File: config.mk
export PLATFORM = sky130hd
export DESIGN_NAME = regfile_debug_port
export DESIGN_NICKNAME = d
export VERILOG_FILES = /design/src/rtl/regfile_dbg_pkg.sv /design/src/rtl/regfile_debug_port.sv
export SDC_FILE = /design/constraint.sdc
export NUM_CORES = 1
export LEC_CHECK = 0
export BUFFER_PORTS_ARGS = -buffer_cell sky130_fd_sc_hd__buf_2
export CORE_MARGIN = 10
export CORE_UTILIZATION = 48
export CTS_BUF_LIST = sky130_fd_sc_hd__clkbuf_2
export CTS_CLUSTER_DIAMETER = 120
export DETAILED_ROUTE_END_ITERATION = 10
export GPL_ROUTABILITY_DRIVEN = 0
export PLACE_DENSITY = 0.81
export SLEW_MARGIN = 15
export SYNTH_ARGS = -nofsm -noshare
export SYNTH_HDL_FRONTEND = slang
export SYNTH_SLANG_ARGS = --single-unit
File: constraint.sdc
create_clock -name clk -period 1.52 [get_ports clk]
set_input_delay 0.152 -clock clk [delete_from_list [all_inputs] [get_ports clk]]
set_output_delay 0.152 -clock clk [all_outputs]
set_load 0.02 [all_outputs]
File: src/rtl/regfile_dbg_pkg.sv
// regfile_dbg_pkg: shared widths and enums for the register file debug port
package regfile_dbg_pkg;
  localparam int ADDR_W = 5;
  localparam int DATA_W = 32;
  typedef enum logic {DUMP, LOAD} dbg_mode_t;
  typedef enum logic [2:0] {IDLE, RD, SEND, WR, DONE} dbg_state_t;
endpackage

File: src/rtl/regfile_debug_port.sv
// regfile_debug_port: dumps or loads a register_file range over valid/ready streams
module regfile_debug_port
  import regfile_dbg_pkg::*;
(
  input  logic              clk,
  input  logic              reset,
  input  logic              start,
  input  logic              mode,
  input  logic [ADDR_W-1:0] first_reg,
  input  logic [ADDR_W-1:0] last_reg,
  output logic              busy,
  output logic              done,
  output logic [DATA_W-1:0] out_data,
  output logic              out_valid,
  input  logic              out_ready,
  input  logic [DATA_W-1:0] in_data,
  input  logic              in_valid,
  output logic              in_ready,
  output logic [ADDR_W-1:0] read_1,
  input  logic [DATA_W-1:0] data_reg_1,
  output logic [ADDR_W-1:0] write,
  output logic [DATA_W-1:0] write_data,
  output logic              reg_write
);
  dbg_state_t        state_q, state_d;
  logic [ADDR_W-1:0] idx_q, idx_d, last_q, last_d, write_q, write_d;
  logic [DATA_W-1:0] out_data_q, out_data_d, write_data_q, write_data_d;
  logic              reg_write_q, reg_write_d;
  // next state: the range end is compared before incrementing so idx never wraps
  always_comb begin
    state_d      = state_q;
    idx_d        = idx_q;
    last_d       = last_q;
    out_data_d   = out_data_q;
    write_d      = write_q;
    write_data_d = write_data_q;
    reg_write_d  = 1'b0;
    case (state_q)
      IDLE: if (start) begin
        idx_d   = first_reg;
        last_d  = last_reg;
        state_d = first_reg > last_reg ? DONE : dbg_mode_t'(mode) == LOAD ? WR : RD;
      end
      RD: begin
        out_data_d = data_reg_1;
        state_d    = SEND;
      end
      SEND: if (out_ready) begin
        idx_d   = idx_q == last_q ? idx_q : idx_q + 1'b1;
        state_d = idx_q == last_q ? DONE : RD;
      end
      WR: if (in_valid) begin
        write_d      = idx_q;
        write_data_d = in_data;
        reg_write_d  = idx_q != '0;
        idx_d        = idx_q == last_q ? idx_q : idx_q + 1'b1;
        state_d      = idx_q == last_q ? DONE : WR;
      end
      DONE: state_d = IDLE;
      default: state_d = IDLE;
    endcase
  end
  // state registers; reset drops any held word and pending write pulse
  always_ff @(posedge clk) begin
    if (reset) begin
      state_q      <= IDLE;
      idx_q        <= '0;
      last_q       <= '0;
      out_data_q   <= '0;
      write_q      <= '0;
      write_data_q <= '0;
      reg_write_q  <= 1'b0;
    end else begin
      state_q      <= state_d;
      idx_q        <= idx_d;
      last_q       <= last_d;
      out_data_q   <= out_data_d;
      write_q      <= write_d;
      write_data_q <= write_data_d;
      reg_write_q  <= reg_write_d;
    end
  end
  assign busy       = state_q != IDLE;
  assign done       = state_q == DONE;
  assign out_valid  = state_q == SEND;
  assign in_ready   = state_q == WR;
  assign out_data   = out_data_q;
  assign read_1     = idx_q;
  assign write      = write_q;
  assign write_data = write_data_q;
  assign reg_write  = reg_write_q;
endmodule
# [Yosys cells after proc, flatten, opt, wreduce, memory -nomap -nowiden]
# Cells that the tools add are included.
[totals] register_bits=83 in_bits=80 output_inout_bits=79 elab_cells=41
[classes] add_sub_neg=1 order_cmp=1 eq_ne=8 mux=13 bitwise_logic=2 reduce_logical=9
[ops] cell="2-to-1 mux 5 bit" n=4
[ops] cell="2-to-1 mux 3 bit" n=6
[ops] cell="one-hot mux 5 bit (3 select lines)" n=1
[ops] cell="one-hot mux 3 bit (4 select lines)" n=1
[ops] cell="equality test 3 x 2 -> 1 bit (second input constant)" n=2
[ops] cell="nonzero test 3 bit" n=2
[ops] cell="adder 5 x 1 -> 5 bit (second input constant)" n=1
[ops] cell="equality test 5 bit" n=1
[ops] cell="> comparator 5 bit" n=1
[ops] cell="nonzero test 5 bit" n=1
[ops] cell="!= test 2 bit (second input constant)" n=2
[ops] cell="AND reduction 2 bit" n=2
[ops] cell="AND reduction 4 bit" n=1
[ops] cell="equality test 3 x 1 -> 1 bit (second input constant)" n=1
[ops] cell="equality test 3 bit (second input constant)" n=1
[ops] cell="logical NOT 3 bit" n=1
[ops] cell="AND reduction 3 bit" n=1
[ops] cell="OR reduction 3 bit" n=1
[ops] cell="2-to-1 mux 2 bit" n=1
[ops] cell="!= test 2 x 1 -> 1 bit (second input constant)" n=1
[ops] cell="NOT 1 bit" n=2

# [Longest topological paths before layout]
# Gate-level depths: netlist of run 1.
[depth] word_depth=4 mapped_depth=8 depth_no_buf=7

# [Worst setup path before layout of run 1]
# No wires, ideal clock.
[synth_timing] path_kind="register to register" from="register idx_q[0], in the netlist read_1[0]" to="register idx_q[0], in the netlist read_1[0]" setup_time_ns=0.067 arrival_time_ns=1.396 t_required_ns=1.453 path_slack_ns=0.057 path_stages_with_launch=6 path_buffers=0 synth_period_minus_slack_ns=1.463 cell_sequence="dfxtp_1 -> xnor2_1 -> nand3_2 -> o211ai_4 -> o21ai_0 -> a21oi_2"
[synth_between] elab_chain_len=4 elab_cells_between_ends=6 classes_between="add/sub (1); eq/ne (1); mux (4)"
[synth_lines] item="from (decl)" line_no="regfile_debug_port.sv:26" rtl="logic [ADDR_W-1:0] idx_q, idx_d, last_q, last_d, write_q, write_d;"
[synth_lines] item="from (signal assigned)" line_no="regfile_debug_port.sv:75" rtl="idx_q <= idx_d;"
[synth_lines] item="adder 5 x 1 -> 5 bit or equality test 5 bit (tied branches)" line_no="regfile_debug_port.sv:49, regfile_debug_port.sv:56"
[synth_lines] item="2-to-1 mux 5 bit (*)" line_no="regfile_debug_port.sv:49, regfile_debug_port.sv:56"
[synth_lines] item="2-to-1 mux 5 bit (on tied branches)" line_no="regfile_debug_port.sv:52, regfile_debug_port.sv:48"
[synth_lines] item="one-hot mux 5 bit (3 select lines) (*)" line_no="regfile_debug_port.sv:38" rtl="case (state_q)"
# Mark *: on every way between the ends. The rest lies on a longest branch, timed or not. The select of a mux whose other input is x is not followed.
# A chain may end at the register's enable or synchronous reset.

# [Worst setup path after layout of run 1]
[layout_timing] from="register state_q[2]" to="output port done"
[layout_between] elab_chain_len=1
[layout_lines] item="from (decl)" line_no="regfile_debug_port.sv:25" rtl="dbg_state_t state_q, state_d;"
[layout_lines] item="from (signal assigned)" line_no="regfile_debug_port.sv:74" rtl="state_q <= state_d;"
[layout_lines] item="equality test 3 bit" line_no="regfile_debug_port.sv:84" rtl="assign done = state_q == DONE;"
[layout_lines] item="to (decl)" line_no="regfile_debug_port.sv:12" rtl="output logic done,"
# Every way passes these cells.

==> metrics list, run 1 <==
* Final total negative setup slack: -0.5809 ns
* Portion of the clock cycle consumed by the worst path in the final layout: 1.096
- Dividing the detail-routed wire length by the instance count gives 17.70 um.
- Global-route usage over all layers: 0.2192
* Number of vias after detailed routing: 3992
- Once detailed placement completed, the half-perimeter wirelength came to 7701 um.
- Floorplan die area: 0.01083 mm2
- # nets final: 756
- Timing would allow up to 0.6003 GHz.
* Via count of the first global-routing pass: 3860
- Clock skew on the completed layout was measured at 0.02822 ns.
- Failing checks: negative setup slack
* Min-delay worst type: primary input to flop
- # fillers: 439
- In this run the worst path has a maximum fanout of 6.
- Setup-violating endpoint count in the final report: 11
- The endpoint identified for the worst register-to-register timing path is read_1[0].
- In this run the critical register-to-register path is launched from state_q[1].
- The number of antenna violations at the first check in global routing is 2.
- CTS tree: done
- Critical Path Start: state_q[2]
* Top library cells by usage in the layout, fill and taps aside: 154 x sky130_fd_sc_hd__buf_2, 143 x sky130_fd_sc_hd__nand2_1, 78 x sky130_fd_sc_hd__dfxtp_1
- Total iterations of the first detailed-routing run: 4
- Number of endpoints with negative hold slack in the final report: 0
- Total detailed-routing wirelength: 13670 um
- Entering global routing, the biggest net connects 39 pins.
- The critical path ends at done.
- The region available for standard cell placement spans 0.006832 mm2.
- Status: finished, violations left
- Setup repair after global routing could not meet its margin everywhere.
* Hold WS: 0.01446 ns
- Final max-slew violation count: 0
* Synth Net Count: 511
- Count of distinct cell types in the synthesized netlist: 45
- Counting instances, the worst hold path has a depth of 4.
- The worst setup path is of the flop to output pin kind.
* Latest clock arrival within the worst-skew pair: 0.51 ns
- After clock tree synthesis, the clock-pin slew on the worst setup and hold paths is 0.25 ns.
- Top cell type's share of synthesized area: 0.4899
- The mapped netlist covers 0.003392 mm2.
* Worst Setup Slack, final: -0.1459 ns
- Length in cells of the worst reg-to-reg path: 7
- The tree is rooted in a sky130_fd_sc_hd__clkbuf_2.
- The H-tree generated during clock tree synthesis spans 3 levels.
- Lkg Pwr: 2.473 nW
- The completed layout was analyzed and its total power is 0.005643 W.
* Pwr dens: 1024 mW/mm2
- Initial DRC count: 184
- Dividing the synthesized area by the synthesized cell count gives 8.000 um2.
- STA classifies the critical path endpoint as an output pin.
- The Yosys step of the flow raised 0 warnings.
* P&R area growth vs syn: 62.38%
- Number of synthesized register bits: 83
- Grt total ovfl: 0
- Number of clock buffers inserted by TritonCTS: 9
- Worst Tran Pin Value: 0.5018 ns
* Setup slack of the worst register-to-register path: -0.10 ns
- Number of max-cap violations: 0
* CTS Buffer Depth: 2
- Worst vdd ir: 693.7 uV
- Main area contributors after synthesis: sky130_fd_sc_hd__dfxtp_1 49%, sky130_fd_sc_hd__nand2_1 16%, sky130_fd_sc_hd__a21oi_1 12%
* Worst slew margin relative to its limit: 0.6655
- Data arrival time at the worst-slack endpoint: 1.51 ns
- Required @ worst endpoint: 1.37 ns
- Clock period minus final worst setup slack: 1.666 ns
- The cell count after synthesis came out at 424.
- The clock drives 83 sinks.
* Number of remaining DRC errors: 0
* Site row count: 30
- Die extent in x: 104.1 um
- Number of top-level pins: 159
- The share of the Yosys chip area taken by registers is 0.4899.
- Share of cells above drive strength 1: 0.3501
- Most common cell after layout, fill and taps aside: sky130_fd_sc_hd__buf_2
- The worst setup path is launched from a flop.
* Via count normalized by instance count: 5.171
* Antenna-violating nets left: 0
- Largest area contributor in the netlist: sky130_fd_sc_hd__dfxtp_1
- From bottom edge to top edge, the die measures 104.1 um.
- Initial Util: 0.4965
- Global-route wire length before repair: 19670 um
* Port Buffer Count: 158
## sequential cells by signal, summed over array words and instances, names as in the netlist
register and count:
write 5, state_q 3, reg_write 1, out_data 32, last_q 5, write_data 32
read_1 5
## metal layers
| layer | part of all wire | up-vias | routed length (um) | track usage |
|---|---|---|---|---|
| li1 | - | 1877 | - | - |
| met1 | 0.37 | 1873 | 5065 | 0.2306 |
| met2 | 0.52 | 192 | 7099 | 0.3874 |
| met3 | 0.062 | 50 | 845 | 0.05204 |
| met4 | 0.048 | 0 | 658 | 0.1312 |
| met5 | 0 | - | 0 | 0 |
## how the worst min path moves through the flow
stage	from	to
after floorplan	mode	state_q[1]
after global placement	mode	state_q[1]
after detailed placement	mode	state_q[1]
after CTS	in_valid	state_q[0]
after global routing	start	last_q[3]
final	in_valid	state_q[0]
## area by class of cell
type                       count  area, um2  share of cell area
clock inverter                 6      63.81             0.01159
multi-input combinational    303       1627              0.2953
clock buffer                  10      50.05            0.009087
tap                           96      120.1             0.02181
inverter                       9      33.78            0.006134
sequential                    83       1675              0.3042
antenna                        2      5.005           0.0009087
timing repair buffer         263       1933              0.3510
## power by group
part,internal [W],switching [W]
registers,0.00235,0.000148
clock network,0.000388,0.000789
logic,0.000933,0.00103
total,0.00368,0.00197
## worst max-delay path, stage by stage, from the launching register on
cell                      delay (ns)
sky130_fd_sc_hd__dfxtp_4        0.45
sky130_fd_sc_hd__inv_1          0.10
sky130_fd_sc_hd__nor3_2         0.25
sky130_fd_sc_hd__buf_4          0.20
## repair_timing
action,in CTS,in global routing
gates resized for setup,14,34
buffers inserted,5,9
hold endpoints to repair,72,0
hold buffers,73,0
setup endpoints to repair,6,61
cloned,0,4
pin swaps,1,8
## metrics by stage
step           setup slack [ns]  area (um2)  instances    util
2_1_floorplan           0.05690        3392        424       -
4_1_cts                -0.09743        5207        757  0.7623
6_report                -0.1459        5508        772  0.8062
3_5_place_dp           -0.05051        4294        664  0.6286
5_1_grt                 -0.1786        5508        772  0.8062
3_3_place_gp            0.02929        4294        664  0.6286
## kinds of logic after synthesis
logic type	share of synthesized area
flip-flops	0.4899
buffers and inverters	0.06049
AO/OA/AOI/OAI	0.1579
AND/OR/NAND/NOR	0.2387
adder cells (fa/ha/maj)	0.02582
multiplexers	0.008853
XOR/XNOR	0.01844
## synthesized netlist by cell type (all sizes together)
| cell type | count |
|---|---|
| nor4b | 1 |
| nand3b | 2 |
| a211o | 1 |
| inv | 9 |
| and3 | 1 |
| a22oi | 1 |
| ha | 7 |
| nor3b | 1 |
| or3 | 2 |
| nor3 | 5 |
| a21o | 1 |
| mux2i | 3 |
| dfxtp | 83 |
| nand2 | 144 |
| or2 | 1 |
| nand2b | 2 |
| o311ai | 1 |
| o211ai | 1 |
| o32ai | 2 |
| and2 | 3 |
| clkbuf | 12 |
| nor2b | 4 |
| nand3 | 6 |
| a21oi | 81 |
| or2b | 2 |
| a211oi | 2 |
| o21ai | 5 |
| o22ai | 1 |
| xnor2 | 5 |
| nor2 | 18 |
| buf | 17 |
Note: power is estimated with default switching activity, not from simulation.
==> run 2, diff against run 1 <==
--- a/config.mk
+++ b/config.mk
@@ -8,10 +8,10 @@
 export BUFFER_PORTS_ARGS = -buffer_cell sky130_fd_sc_hd__buf_2
 export CORE_MARGIN = 10
-export CORE_UTILIZATION = 48
+export CORE_UTILIZATION = 40
 export CTS_BUF_LIST = sky130_fd_sc_hd__clkbuf_2
 export CTS_CLUSTER_DIAMETER = 120
 export DETAILED_ROUTE_END_ITERATION = 10
 export GPL_ROUTABILITY_DRIVEN = 0
-export PLACE_DENSITY = 0.81
+export PLACE_DENSITY = 0.69
 export SLEW_MARGIN = 15
 export SYNTH_ARGS = -nofsm -noshare
==> constraint.sdc (replaced) <==
create_clock -name clk -period 1.52 [get_ports clk]
set_input_delay 0.152 -clock clk [delete_from_list [all_inputs] [get_ports clk]]
set_output_delay 0.152 -clock clk [all_outputs]
set_load 0.01 [all_outputs]
==> metrics list, run 2 (synthesis gave the netlist of run 1 again) <==
- The run finished, with violations left.
- Failing checks: negative setup slack
- Number of vias after detailed routing: 3713 (-7.0%)
* Global-route wire length before repair: 18740 um (-4.7%)
- Hold path cells: 5 (+1)
- The ratio of total power to cell area came to 953.1 mW/mm2 (-7.0%).
- Leaving out fill and tap cells, the most frequent cell in the layout is sky130_fd_sc_hd__buf_2.
- The area growth from synthesis to layout is 54.85%.
* Clock-pin slew on the worst setup and hold paths: 0.23 ns (-0.02 ns)
* End-of-flow core utilization: 0.6393 (-0.1670)
- Total iterations of the first detailed-routing run: 4 (unchanged)
- Average detailed-routed wire length per instance: 15.02 um (-15%)
- The share of final-layout standard cells stronger than drive strength 1 came to 0.3303 (-0.01983).
* Path type of the worst setup path: flop to output pin
* H-tree lvl count: 3 (unchanged)
- Kind of start point of the critical path: flop
- Port Buffer Count: 158 (unchanged)
* Min-delay worst type: primary input to flop
* Die extent in x: 112.1 um (+7.7%)
- The post-placement cell count came to 677 (+2.0%).
- Length in cells of the worst reg-to-reg path: 5 (-2)
* Number of max-cap violations: 0 (unchanged)
* Portion of the clock cycle consumed by the worst path in the final layout: 1.076 (-0.02038)
- Grt total ovfl: 0 (unchanged)
- The post-place instance area is 0.004335 mm2 (+0.96%).
* Core outline area: 0.008217 mm2 (+20%)
- Worst Setup Slack, final: -0.1149 ns (+0.03098 ns)
- The footprint of the flip-flops and latches was 0.001673 mm2 (-0.15%).
* Maximum fanout count along the critical path: 5 (-1)
- Via count normalized by instance count: 4.828 (-6.6%)
- TritonCTS built the clock tree.
- Latest clock arrival within the worst-skew pair: 0.49 ns (-0.02 ns)
* Worst slew margin relative to its limit: 0.6921 (+0.02663)
- Final max-slew violation count: 0 (unchanged)
- The number of standard cells in the final layout excluding fillers was 769 (-0.39%).
- Area taken by multi-input logic gates: 0.001585 mm2 (-2.5%)
- Setup-violating endpoint count in the final report: 3 (-8)
- The total design power is 0.005006 W (-11%).
* RSZ-0062 raised after global routing: yes
* Post-placement setup slack: -0.004990 ns (+0.04552 ns)
- Number of remaining DRC errors: 0 (unchanged)
- The number of DRC violations after detailed-routing iteration 0 was 200 (+8.7%).
- Pin count of the biggest net entering global routing: 39 (unchanged)
* Number of top-level pins: 159 (unchanged)
- Clock period minus final worst setup slack: 1.635 ns (-0.03098 ns)
- The final setup skew was 0.02650 ns (-0.001726 ns).
* Top achievable clock speed: 0.6117 GHz (+1.9%)
- The buffer levels on the longest clock path is 2 (unchanged).
* Floorplan die area: 0.01256 mm2 (+16%)
- Clock net sink count: 83 (unchanged)
- The row count came to 33 (+10%).
* Worst Tran Pin Value: 0.4619 ns (-0.03995 ns)
- Crit end category: output pin
- # fillers: 684 (+56%)
- # nets final: 746 (-1.3%)
- Global-route usage over all layers: 0.1752 (-0.04396)
* Required @ worst endpoint: 1.37 ns (about the same)
- Number of clock buffers inserted by TritonCTS: 9 (unchanged)
- Antenna-violating nets left: 0 (unchanged)
* Initial antenna violation count: 1 (-1)
* Data arrival time at the worst-slack endpoint: 1.48 ns (-0.03 ns)
- The total detailed-routing wirelength is 11550 um (-15%).
- CTS placed an instance of sky130_fd_sc_hd__clkbuf_2 at the clock tree root.
* Top library cells by usage in the layout, fill and taps aside: 157 x sky130_fd_sc_hd__buf_2, 143 x sky130_fd_sc_hd__nand2_1, 78 x sky130_fd_sc_hd__a21oi_1, 78 x sky130_fd_sc_hd__dfxtp_1, 72 x sky130_fd_sc_hd__dlygate4sd3_1
- The effective utilization at floorplan is 0.4128 (-0.08370).
- The static leakage power is 2.362 nW (-4.5%).
- The largest vdd supply drop was 491.9 uV (-29%).
- The sum of net half-perimeters after detailed placement is 7587 um (-1.5%).
* Design area: 0.005253 mm2 (-4.6%)
- Number of endpoints with negative hold slack in the final report: 0 (unchanged)
* Die outline height: 112.1 um (+7.7%)
- The number of global-route vias before repair came to 3857 (-0.078%).
run 2: final cells by class:
cell class	instances	area share
inverter	9	0.006432
tap	105	0.02501
antenna	1	0.0004764
multi-input combinational	304	0.3018
timing repair buffer	252	0.3328
clock buffer	9	0.008576
sequential	83	0.3185
clock inverter	6	0.006432
run 2: metal layers:
layer / wire [um] / global-route usage / vias up
met5: 0 / 0 / -
met4: 255 / 0.06091 / 0
met3: 1088 / 0.06922 / 22
met2: 5435 / 0.2943 / 150
met1: 4770 / 0.1977 / 1684
li1: - / - / 1857
run 2: report_power, final:
part / switching, W / internal, W / total [W]
clock: 0.000748 / 0.000192 / 0.000940
combinational: 0.000833 / 0.000762 / 0.00159
sequential: 0.000120 / 0.00235 / 0.00247
total: 0.00170 / 0.00331 / 0.00501
run 2: worst max-delay path, stage by stage, from the launching register on:
cell and delay, ns:
sky130_fd_sc_hd__dfxtp_2 0.37, sky130_fd_sc_hd__buf_6 0.12, sky130_fd_sc_hd__or3_1 0.35, sky130_fd_sc_hd__buf_2 0.15
run 2: timing repair:
item	in CTS	in global routing
hold buffers	71	1
pin swaps	0	7
hold endpoints to repair	70	1
resized for setup	10	12
setup buffers	2	1
gates cloned	0	1
setup endpoints to repair	6	11
run 2: path summary, 6_finish.rpt:
kind | to | startpoint | slack [ns]
max | busy | state_q[2] | -0.11
min | last_q[3] | last_reg[3] | 0.08
max reg2reg | read_1[0] | state_q[1] | 0.03
min reg2reg | write_data[6] | write_data[6] | 0.47
run 2: stage by stage:
stage | TNS, ns | hold slack [ns]
finish | -0.2138 | 0.07844
global route | -0.7147 | 0.03661
CTS | -0.4178 | 0.005932
detailed placement | -0.004990 | 0.3969
global placement | 0 | 0.3925
floorplan | 0 | 0.2848
==> run 3, diff against run 2 <==
CTS_BUF_LIST = sky130_fd_sc_hd__clkbuf_4   (was sky130_fd_sc_hd__clkbuf_2)
==> metrics list, run 3 (synthesis gave the netlist of run 1 again) <==
- Initial antenna violation count: 0 (-1)
- Total power of the final layout: 0.005135 W (+2.6%)
* Inst Count DP: 677 (unchanged)
- The static leakage power was 2.364 nW (about the same).
* Initial Util: 0.4128 (unchanged)
- The maximum fanout encountered on the critical timing path came to 5 (unchanged).
* H-tree lvl count: 3 (unchanged)
- Cell with the largest stage delay on the worst path: sky130_fd_sc_hd__dfxtp_2
- The critical path is of the flop to output pin type.
* Portion of the clock cycle consumed by the worst path in the final layout: 1.009 (-0.06651)
- The total detailed-routing wirelength was 11390 um (-1.4%).
- Walking the worst path, the cells encountered are buf_6 > or3_1 > buf_2.
* Sw Pwr: 0.001700 W (about the same)
- Post-placement cell area: 0.004335 mm2 (unchanged)
* Power share of the combinational group: 0.313 (-0.006)
* Number of remaining DRC errors: 0 (unchanged)
- Worst vdd ir: 520.9 uV (+5.9%)
- The number of filler cells placed in the layout came to 691 (+1.0%).
* P&R area growth vs syn: 54.56%
- The number of global-route vias before repair is 3798 (-1.5%).
- The number of nets still failing antenna checks after routing was 0 (unchanged).
- The standard cell core area came to 0.008217 mm2 (unchanged).
- The horizontal die dimension came to 112.1 um (unchanged).
- Worst slew margin relative to its limit: 0.6952 (+0.003079)
* Number of vias after detailed routing: 3684 (-0.78%)
- Site row count: 33 (unchanged)
- TritonCTS built the clock tree.
- The setup-violating endpoint count in the final report came to 1 (-2).
* Global-route usage over all layers: 0.1745 (-0.0007922)
* Design area: 0.005243 mm2 (-0.19%)
* Initial DRC count: 175 (-13%)
- The ratio of total power to cell area came to 979.5 mW/mm2 (+2.8%).
- Kind of start point of the critical path: flop
* Final total negative setup slack: -0.01382 ns (+0.2000 ns)
* Latest clock arrival within the worst-skew pair: 0.41 ns (-0.08 ns)
* Port Buffer Count: 158 (unchanged)
- The buffering stage count on the worst path with inverters included came to 2 (unchanged).
* Total iterations of the first detailed-routing run: 4 (unchanged)
* Largest delay share family, worst path: flip-flops
- The required time at the worst-slack endpoint came to 1.37 ns (about the same).
- CTS placed an instance of sky130_fd_sc_hd__clkbuf_4 at the clock tree root.
- Pin count of the biggest net entering global routing: 39 (unchanged)
* Top library cells by usage in the layout, fill and taps aside: 158 x sky130_fd_sc_hd__buf_2, 143 x sky130_fd_sc_hd__nand2_1, 80 x sky130_fd_sc_hd__dfxtp_1
- Clock power frac: 0.207 (+0.019)
* Grt total ovfl: 0 (unchanged)
* End-of-flow core utilization: 0.6380 (-0.001218)
* Clock-pin slew on the worst setup and hold paths: 0.14 ns (-0.09 ns)
* Number of max-cap violations: 0 (unchanged)
- The arrival time of the worst setup path is 1.38 ns (-0.10 ns).
* Die outline height: 112.1 um (unchanged)
- The minimum setup slack in the final design is -0.01382 ns (+0.1011 ns).
- The share of final-layout standard cells stronger than drive strength 1 came to 0.3313 (+0.0009994).
- The stage delay of the slowest cell on the critical path was 0.35 ns (-0.02 ns).
* Number of top-level pins: 159 (unchanged)
- RSZ-0062 raised after global routing: yes
- The buffer levels on the longest clock path was 2 (unchanged).
- Internal power: 0.003435 W (+3.9%)
- # nets final: 744 (-0.27%)
- The clock sink total came to 83 (unchanged).
* Failing checks: negative setup slack
* Number of endpoints with negative hold slack in the final report: 0 (unchanged)
- The final critical path time including I/O delays and setup came to 1.534 ns (-0.1011 ns).
- The detailed-route vias per instance was 4.809 (-0.39%).
- Sequential Power Share: 0.481 (-0.013)
* Min-delay worst type: primary input to flop
* Crit end category: output pin
* Number of antenna diodes: 0 (-1)
* Top achievable clock speed: 0.6520 GHz (+6.6%)
- The total CTS buffers was 9 (unchanged).
* Global-route wire length before repair: 18540 um (-1.1%)
- The library cell used most frequently in the layout, excluding fill and tap cells, is sky130_fd_sc_hd__buf_2.
- The number of standard cells in the final layout excluding fillers came to 766 (-0.39%).
- The transition time of the tightest slew-check pin was 0.4572 ns (-0.004617 ns).
- The sum of net half-perimeters after detailed placement is 7587 um (unchanged).
- Floorplan die area: 0.01256 mm2 (unchanged)
- Average detailed-routed wire length per instance: 14.87 um (-0.99%)
- The switching part of the total was 0.3311 (-0.008518).
- The final count of pins violating max slew is 0 (unchanged).
- Status: finished, violations left
- Post-route clock skew: 0.01672 ns (-0.009772 ns)
## run 3: changes by cell type in the layout (fill, tap and decap cells not counted), sizes merged
cell	delta
buf	+4
dlygate4sd3	-6
diode	-1
## run 3: cell type report
class | instances | area [um2] | share of cell area
Timing Repair Buffer | 250 | 1708 | 0.3258
Sequential cell | 83 | 1670 | 0.3186
Multi-Input combinational cell | 304 | 1598 | 0.3048
Tap cell | 105 | 131.4 | 0.02506
Clock buffer | 9 | 67.56 | 0.01289
Clock inverter | 6 | 33.78 | 0.006444
Inverter | 9 | 33.78 | 0.006444
## run 3: routing by layer
| layer | wire length [um] | global-route usage | vias to the layer above |
|---|---|---|---|
| met4 | 217 | 0.06599 | 0 |
| li1 | - | - | 1852 |
| met2 | 5385 | 0.2916 | 138 |
| met3 | 1035 | 0.07135 | 16 |
| met1 | 4752 | 0.1944 | 1678 |
| met5 | 0 | 0 | - |
## run 3: metrics by stage
stage	hold WS, ns	setup WS, ns
after floorplan	0.2848	0.1344
after global routing	0.08501	-0.06666
after global placement	0.3925	0.02297
final	0.09705	-0.01382
after CTS	0.08028	-0.03985
after detailed placement	0.3969	-0.004990
## run 3: what timing repair did
item	in CTS	in global routing
hold buffers	66	0
resized for setup	10	9
pin swaps	0	7
endpoints found under the hold margin	66	0
cloned	0	1
setup endpoints to repair	4	9
setup buffers	1	6
## run 3: final timing paths
path,start,endpoint,slack (ns),cells after the start
max reg2reg,state_q[1],read_1[0],0.05,5
min reg2reg,write_data[6],write_data[6],0.46,2
max,state_q[2],busy,-0.01,3
min,in_valid,state_q[0],0.1,4
## run 3: power by group through the flow
stage	logic, W	registers [W]	clock network [W]
after CTS	0.00149	0.00246	0.00111
after global routing	0.00177	0.00249	0.00117
after floorplan	0.000747	0.00256	0
after detailed placement	0.00133	0.00251	0
final	0.00160	0.00247	0.00106
after global placement	0.00130	0.00250	0
## run 3: worst register-to-register path, delay by kind of cell, from the launching register on
kind	cells	cell delay [ns]
AO/OA/AOI/OAI	4	0.77
multiplexers	1	0.21
flip-flops	1	0.41
